$ cat config.mk
export PLATFORM = sky130hd
export DESIGN_NAME = deserializer8
export DESIGN_NICKNAME = d
export VERILOG_FILES = /design/src/rtl/deserializer8.sv
export SDC_FILE = /design/constraint.sdc
export NUM_CORES = 1
export LEC_CHECK = 0
export ABC_AREA = 1
export BUFFER_PORTS_ARGS = -buffer_cell sky130_fd_sc_hd__buf_2
export CAP_MARGIN = 20
export CORE_ASPECT_RATIO = 1.75
export CORE_UTILIZATION = 45
export CTS_CLUSTER_SIZE = 20
export DETAILED_ROUTE_END_ITERATION = 8
export GPL_ROUTABILITY_DRIVEN = 0
export MAX_ROUTING_LAYER = met4
export PLACE_DENSITY = 0.71
export RECOVER_POWER = 50
export SLEW_MARGIN = 15
export SYNTH_ARGS = -nofsm -noshare
export SYNTH_HDL_FRONTEND = slang
export SYNTH_SLANG_ARGS = --single-unit
$ cat constraint.sdc
create_clock -name clock -period 1.5 [get_ports clock]
set_input_delay 0.375 -clock clock [delete_from_list [all_inputs] [get_ports clock]]
set_output_delay 0.375 -clock clock [all_outputs]
set_load 0.02 [all_outputs]
$ cat src/rtl/deserializer8.sv
//------------------------------------------------------------------------------
// deserializer8
//   Reassembles 8-bit words from a one-bit-per-cycle valid/ready stream,
//   with a one-word output holding register.
//   Revision: 1.0
//------------------------------------------------------------------------------
`default_nettype none

module deserializer8 #(
    parameter bit MSB_FIRST = 1'b0
) (
    input  logic       clock,
    input  logic       reset,
    input  logic       in_valid,
    output logic       in_ready,
    input  logic       in_bit,
    input  logic       in_sync,
    output logic       out_valid,
    input  logic       out_ready,
    output logic [7:0] out_data,
    output logic [2:0] bit_count,
    output logic       sync_err
);

    logic [2:0] r_bit_count;
    logic [7:0] r_asm;
    logic [7:0] r_out_data;
    logic       r_out_valid;
    logic       r_sync_err;

    logic       w_accept;
    logic       w_drain;
    logic       w_complete;
    logic [2:0] w_idx;
    logic [2:0] w_pos;
    logic [7:0] w_base;
    logic [7:0] w_bit_mask;
    logic [7:0] w_new_bit;
    logic [7:0] w_next_asm;

    // Only the completing bit has to wait for room in the holding register.
    assign in_ready   = !((r_bit_count == 3'd7) && r_out_valid && !out_ready);

    assign w_accept   = in_valid && in_ready;
    assign w_drain    = r_out_valid && out_ready;
    assign w_idx      = in_sync ? 3'd0 : r_bit_count;
    assign w_pos      = MSB_FIRST ? (3'd7 - w_idx) : w_idx;
    assign w_complete = w_accept && (w_idx == 3'd7);

    // A sync bit restarts the word, so stale partial bits are dropped.
    assign w_base     = in_sync ? 8'h00 : r_asm;
    assign w_bit_mask = 8'd1 << w_pos;
    assign w_new_bit  = in_bit ? w_bit_mask : 8'h00;
    assign w_next_asm = (w_base & ~w_bit_mask) | w_new_bit;

    always_ff @(posedge clock) begin
        if (reset) begin
            r_bit_count <= 3'd0;
            r_asm       <= 8'h00;
            r_out_data  <= 8'h00;
            r_out_valid <= 1'b0;
            r_sync_err  <= 1'b0;
        end else begin
            r_sync_err <= w_accept && in_sync && (r_bit_count != 3'd0);

            if (w_accept) begin
                if (w_complete) begin
                    r_asm       <= 8'h00;
                    r_bit_count <= 3'd0;
                    r_out_data  <= w_next_asm;
                    r_out_valid <= 1'b1;
                end else begin
                    r_asm       <= w_next_asm;
                    r_bit_count <= w_idx + 3'd1;
                end
            end

            if (w_drain && !w_complete) begin
                r_out_valid <= 1'b0;
            end
        end
    end

    assign out_valid = r_out_valid;
    assign out_data  = r_out_data;
    assign bit_count = r_bit_count;
    assign sync_err  = r_sync_err;

endmodule

`default_nettype wire

* Yosys cells after proc, flatten, opt, wreduce, memory -nomap -nowiden
Cells that the tools add are included.
** Word-level totals
- Register bits :: 21
- Bits of input ports :: 6
- Output and inout port bits :: 14
- Word-level logic and storage cells :: 31
** Cells by class
- Add/sub/neg operators :: 1
- Equality and inequality tests :: 2
- Shifts and indexed selects :: 1
- Muxes and demuxes :: 5
- Bitwise gates (word level) :: 3
- Reductions and logical operators :: 14
** Operators by type and width (number)
- 2-to-1 mux 8 bit :: 3
- AND 8 bit :: 1
- logical AND 1 bit :: 8
- inverter 8 bit :: 1
- bitwise OR 8 bit :: 1
- << shifter 1 x 3 -> 8 bit (first input constant) :: 1
- equality test 3 bit (second input constant) :: 2
- 2-to-1 mux 3 bit :: 2
- adder 3 x 1 -> 3 bit (second input constant) :: 1
- zero test 1 bit :: 3
- nonzero test 3 bit :: 1
- AND reduction 2 bit :: 1
- OR reduction 2 bit :: 1

* Longest topological paths before layout
Gate-level depths: netlist of run 1.
- Depth after elaboration :: 9
- Mapped depth :: 10
- Gate-level depth less buffers :: 9

* Worst setup path after synthesis of run 1
OpenSTA, ideal clock, no wires.
- Path kind :: reg-to-reg
- Start :: reg r_bit_count[0], in the netlist bit_count[0]
- End :: reg r_asm[0]
- Setup time :: 0.132 ns
- Arrival time :: 1.495 ns
- Data required time :: 1.368 ns
- Slack :: -0.127 ns
- Cell stages (with the launch flop) :: 9
- Path buffers :: 1
- Period minus slack after synthesis :: 1.627 ns
- Cells stage by stage :: dfxtp_1 -> inv_1 -> nor2_1 -> ha_1 -> ha_1 -> buf_2 -> inv_1 -> nand3_1 -> a21oi_1
** Between the ends
- Longest elaborated chain between the ends :: 7
- Elaborated cells on any way between the ends :: 14
- Those cells by class :: eq/ne (2); shift (1); mux (3); bitwise (3); reduce/logical (5)
** Ends and longest elaborated chain
- from (decl) :: RTL line 25 : logic [2:0] r_bit_count;
- from (signal assigned) :: RTL line 74 : r_bit_count <= w_idx + 3'd1;
- equality test 3 bit :: RTL line 42 : assign in_ready = !((r_bit_count == 3'd7) && r_out_valid && !out_ready);
- logical AND 1 bit (2 in a row) :: RTL line 42
- zero test 1 bit :: RTL line 42
- logical AND 1 bit :: RTL line 44 : assign w_accept = in_valid && in_ready;
- logical AND 1 bit :: RTL line 48 : assign w_complete = w_accept && (w_idx == 3'd7);
- 2-to-1 mux 8 bit :: RTL line 67 : if (w_complete) begin
- to (signal assigned) :: RTL line 73 : r_asm <= w_next_asm;
- to (decl) :: RTL line 26 : logic [7:0] r_asm;
Several ways; a longest one is shown, not always the timed one.
A chain may end at the register's enable or synchronous reset.

* Final worst setup path of run 1
- Start :: reg r_bit_count[0], in the netlist bit_count[0]
- End :: out in_ready
** Between the ends
- Longest elaborated chain between the ends :: 4
** Ends and longest elaborated chain
- equality test 3 bit :: RTL line 42
- logical AND 1 bit (2 in a row) :: RTL line 42
- zero test 1 bit :: RTL line 42
- to (decl) :: RTL line 15 : output logic in_ready,
No other way between the ends.

==> results of run 1 <==
[layout by cell type, fill, tap and decap left out, drive strengths merged]
master  count
nand3      22
clkbuf     14
dfxtp      20
a21oi      16
inv        22
bufinv      1
nor2       13
nor3        1
o21ai       3
nor4        1
nand4       3
ha          6
o211ai      1
buf        17
nand2      41
[cells in the mapped netlist (all sizes together)]
cell type	count	area (sq um)
nand2	41	164
inv	22	85.1
nand3	22	123
dfxtp	20	400
a21oi	16	80.1
nor2	13	58.8
ha	6	75.1
buf	5	38.8
nand4	3	18.8
o21ai	3	15.0
clkbuf	2	7.51
nor3	1	5.00
nor4	1	6.26
o211ai	1	7.51
[kinds of logic (layout without fill, tap and decap cells)]
group	after synthesis	after routing	share of synthesized area (%)
AOI/OAI and AO/OA	20	20	9.46
and+or+nand+nor	81	81	34.6
DFF	20	20	36.9
adders and majority gates	6	6	6.92
buffers and inverters	29	54	12.1
[path summary, 6_finish.rpt]
kind                            cells after the start         start  slack [ns]          end
worst min-delay path                                3        in_bit        0.45  out_data[7]
worst max register to register                      9  bit_count[1]        0.09  out_data[4]
worst min register to register                      2      r_asm[2]        0.47     r_asm[2]
worst max-delay path                                5  bit_count[0]        0.03     in_ready
[per-stage QoR]
step	setup WS, ns	setup TNS, ns	std cells	instance area (sq um)
2_1_floorplan	0.00209	0	156	1110
3_3_place_gp	-0.0664	-0.487	201	1240
3_5_place_dp	-0.104	-0.877	201	1240
6_report	0.0263	0	206	1330
4_1_cts	0.00324	0	206	1330
5_1_grt	-0.0243	-0.0474	206	1330
[power by group through the flow]
| stage | Clock, W | Sequential (W) | Combinational, W |
|---|---|---|---|
| 4_1_cts | 0.000551 | 0.000549 | 0.000136 |
| 6_report | 0.000546 | 0.000549 | 0.000137 |
| 2_1_floorplan | 0 | 0.000569 | 0.0000856 |
| 5_1_grt | 0.000579 | 0.000551 | 0.000150 |
| 3_3_place_gp | 0 | 0.000560 | 0.000131 |
| 3_5_place_dp | 0 | 0.000561 | 0.000135 |
[sequential cells by signal, indices dropped and copies added, names as in the netlist]
name       flops
sync_err       1
out_valid      1
bit_count      3
r_asm          7
out_data       8
[final cells by class]
| cell class | instances | area [sq um] |
|---|---|---|
| tap | 25 | 31.3 |
| timing repair buffer | 28 | 151 |
| fill | 234 | 941 |
| sequential | 20 | 404 |
| clock inverter | 1 | 30.0 |
| inverter | 22 | 85.1 |
| clock buffer | 3 | 41.3 |
| multi-input combinational | 107 | 589 |
[critical path: cells and delay by family (launching register included)]
family	cells	cell delay (ns)
buf+inv	2	0.27
simple gates	3	0.24
flops	1	0.33
[layer usage]
layer	track usage, %	wire, um	vias to the layer above
met2	42.7	1430	23
met1	20.4	910	479
li1	-	-	546
met3	2.33	82	6
met5	-	0	-
met4	10.8	53	0
[timing repair]
item,in CTS,in global routing
setup endpoints to repair,1,12
pin swaps,2,0
resized for setup,3,6
buffers inserted,1,0
==> impl_metrics.toml, run 1 <==
[run_status]
status = "finished, final reports clean"

[detailed_routing]
routed_via_density = 5.12
vias = 1054
postRouteWirelength_mm = 2.47
drc = 0
dr.pass1.iters = 4
detail-route-antenna-nets = 0
routedWlPerCell_um = 12.0
drt_iter0_markers = 31

[logic_synthesis]
syn-cell-area_sq_mm = 0.00108
yosysWarnings = 0
ys_seq_area_share_pct = 36.9
synthCells = 156
syn-num-nets = 168
ys_seq_elements = 20
synth.avg_cell_area_sq_um = 6.95
ys_types = 24

[power]
powerDensity_mw_per_mm2 = 925
leakage_nw = 0.570
p_clk_share_pct = 44.3
vdd_drop_max_v = 0.000711
switching_share_pct = 23.3
power.internal_w = 0.000945
total_power_w = 0.00123
switching_power_w = 0.000287
p_seq_share_pct = 44.6
comb_power_share_pct = 11.1

[timing]
hold_viol = 0
rsz0062_at_grt = "true"
fin_skew_ns = 0.00138
finalSetupViolations = 0
period_needed_ns = 1.47
period_share_pct = 98.2
max_freq_mhz = 679
slew_headroom_pct = 76.5
slew_viol_final = 0
whs_ns = 0.450
worst_pin_slew_ns = 0.352

[global_routing]
grt.total_usage_pct = 22.4
grt_overflow_total = 0
grt_max_degree = 19
antenna_found_initial = 0
grt_pass1_vias = 1014
grt_first_pass_wirelength_mm = 4.04

[critical_path]
max_stage_delay_ns = 0.33
worstPathRequired_ns = 1.12
crit_arrival_ns = 1.10
crit_chain = "buf_4 > nand2_2 > nor2_2 > nand2_2 > buf_4"
path_class = "register to output port"
cp-end-kind = "output port"
crit_path_max_fanout = 4
start_kind = "register"
crit_slowest_cell = "dfxtp_2"

[floorplan]
io_pins = 20
row_count = 23
initial_core_util_pct = 47.7
dieArea_sq_mm = 0.00262
fp.dieH_um = 67.0
die_x_um = 39.1
core_sq_mm = 0.00227

[clock_tree]
h-tree-depth = 1
clk_pin_slew_ns = 0.08
cts_sinks = 20
clkLatencyLatePin_ns = 0.26
clk_path_buf_depth = 2
cts_tree = "yes"
numCtsBuffers = 3
root_buffer = "clkbuf_8"
cts_hold_buf = 0

[finish]
antenna_cells = 0
fin_util_pct = 58.6
fin_nets = 194
drive_gt1_share_pct = 24.3
area_delta_synth_final_pct = 22.8

[place]
dp_hpwl_mm = 1.87
port_buffers = 19

[hold_path]
hp-class = "input port to register"

[run]
drv_cap = 0
Power figures use the tool's default switching activity.
==> run 2, diff against run 1 <==
- BUFFER_PORTS_ARGS: -buffer_cell sky130_fd_sc_hd__buf_2 -> -buffer_cell sky130_fd_sc_hd__clkbuf_2
- PLACE_DENSITY: 0.71 -> 0.69
==> impl_metrics.toml, run 2 (synthesized netlist as in run 1, its figures left out) <==
[critical_path]
crit_arrival_ns = 1.06
crit_path_max_fanout = 4
path_class = "register to output port"
critPathLaunch = "bit_count[0]"
r2r-end = "out_data[7]"
endpoint = "in_ready"
ff2ff_setup_slack_ns = 0.10
worstPathRequired_ns = 1.12
r2r_cells = 9
cp-end-kind = "output port"
timing.rr.start = "bit_count[0]"
start_kind = "register"

[clock_tree]
cts_sinks = 20
cts_tree = "yes"
root_buffer = "clkbuf_8"
cts_hold_buf = 0
clk_pin_slew_ns = 0.07
h-tree-depth = 1
clkLatencyLatePin_ns = 0.26
numCtsBuffers = 3
clk_path_buf_depth = 2

[detailed_routing]
vias = 1092
detail-route-antenna-nets = 0
routedWlPerCell_um = 12.4
postRouteWirelength_mm = 2.57
dr.pass1.iters = 4
drt_iter0_markers = 40
drc = 0
routed_via_density = 5.25

[global_routing]
grt_overflow_total = 0
grt_first_pass_wirelength_mm = 3.94
grt_max_degree = 19
antenna_found_initial = 0
grt.total_usage_pct = 22.1
grt_pass1_vias = 971

[timing]
max_freq_mhz = 695
worst_pin_slew_ns = 0.393
layout_setup_ws_ns = 0.0603
slew_headroom_pct = 73.8
period_needed_ns = 1.44
rsz0062_at_grt = "false"
period_share_pct = 96.0
hold_viol = 0
finalSetupViolations = 0
slew_viol_final = 0
fin_skew_ns = 0.00222

[floorplan]
dieArea_sq_mm = 0.00262
core_sq_mm = 0.00227
fp.dieH_um = 67.0
initial_core_util_pct = 47.7
row_count = 23
die_x_um = 39.1
io_pins = 20

[place]
port_buffers = 19
place_ws_ns = -0.147
dp_hpwl_mm = 1.78

[run_status]
status = "finished, final reports clean"

[finish]
final_common_cell = "nand2_1"
antenna_cells = 0
drive_gt1_share_pct = 24.0
fill_cells = 221
area_delta_synth_final_pct = 26.1
fin_nets = 196
final_cell_mix = "37 x nand2_1, 21 x nand3_1, 17 x inv_1, 17 x dfxtp_1, 13 x a21oi_1"
largest_reg_flops = 8

[power]
total_power_w = 0.00124
leakage_nw = 0.591
powerDensity_mw_per_mm2 = 905
vdd_drop_max_v = 0.000818

[run]
drv_cap = 0

[hold_path]
hp-class = "input port to register"
==> run 2: cell count changes in the layout (fill, tap and decap cells not counted), sizes merged <==
cell / previous run / this run
nand3: 22 / 23
buf: 17 / 11
clkbuf: 14 / 21
==> run 2: cell type report <==
class                   count  area (sq um)  share of cell area, %
repair buffers             29           169                   12.4
clock buffers               3          41.3                   3.02
well taps                  25          31.3                   2.29
multi-input cells         108           604                   44.2
clock inverters             1          30.0                   2.20
flip-flops and latches     20           404                   29.6
inverters                  22          87.6                   6.40
==> run 2: through the flow <==
stage               cell area (sq um)  util, %  std cells  setup TNS (ns)  hold WS (ns)
floorplan                        1110        -        156               0         0.445
global placement                 1240     54.8        201           -1.24         0.453
detailed placement               1240     54.8        201           -1.93         0.459
CTS                              1340     58.9        207               0         0.433
global route                     1370     60.2        208               0         0.477
finish                           1370     60.2        208               0         0.463
==> run 2: worst min-delay path by stage <==
stage                start           end  slack (ns)  cells past startpoint
2_1_floorplan     r_asm[0]      r_asm[0]        0.45                      2
3_3_place_gp      r_asm[4]      r_asm[4]        0.45                      2
3_5_place_dp   out_data[3]   out_data[3]        0.46                      2
4_1_cts           in_valid  bit_count[2]        0.43                      3
5_1_grt             in_bit   out_data[7]        0.48                      3
6_report          in_valid  bit_count[2]        0.46                      3
==> run 2: power by group <==
| part | internal [W] | total, W | switching [W] | leakage (nW) |
|---|---|---|---|---|
| Clock | 0.000357 | 0.000543 | 0.000187 | 0.0357 |
| Combinational | 0.0000508 | 0.000144 | 0.0000936 | 0.392 |
| Sequential | 0.000542 | 0.000550 | 0.00000882 | 0.163 |
| Total | 0.000949 | 0.00124 | 0.000289 | 0.591 |
==> run 2: repair_timing <==
item,CTS,global route
pin swaps,1,3
setup buffers,2,0
gates resized for setup,4,11
endpoints found under the setup margin,1,13
endpoints found under the hold margin,0,0
cloned,0,1
==> run 2: metal layers <==
metal / vias to the layer above / track usage, % / share of wire [%]
met1: 499 / 20.5 / 37
met4: 0 / 12.5 / 2.7
met3: 8 / 2.33 / 3.2
met2: 32 / 40.8 / 57
met5: - / - / 0
li1: 553 / - / -
==> run 2: worst max-delay path, cell delays in order (launching register included) <==
cell and delay (ns):
dfxtp_2 0.35, buf_6 0.11, nand2_4 0.05, nor2_4 0.11
nand2_2 0.06, buf_6 0.13
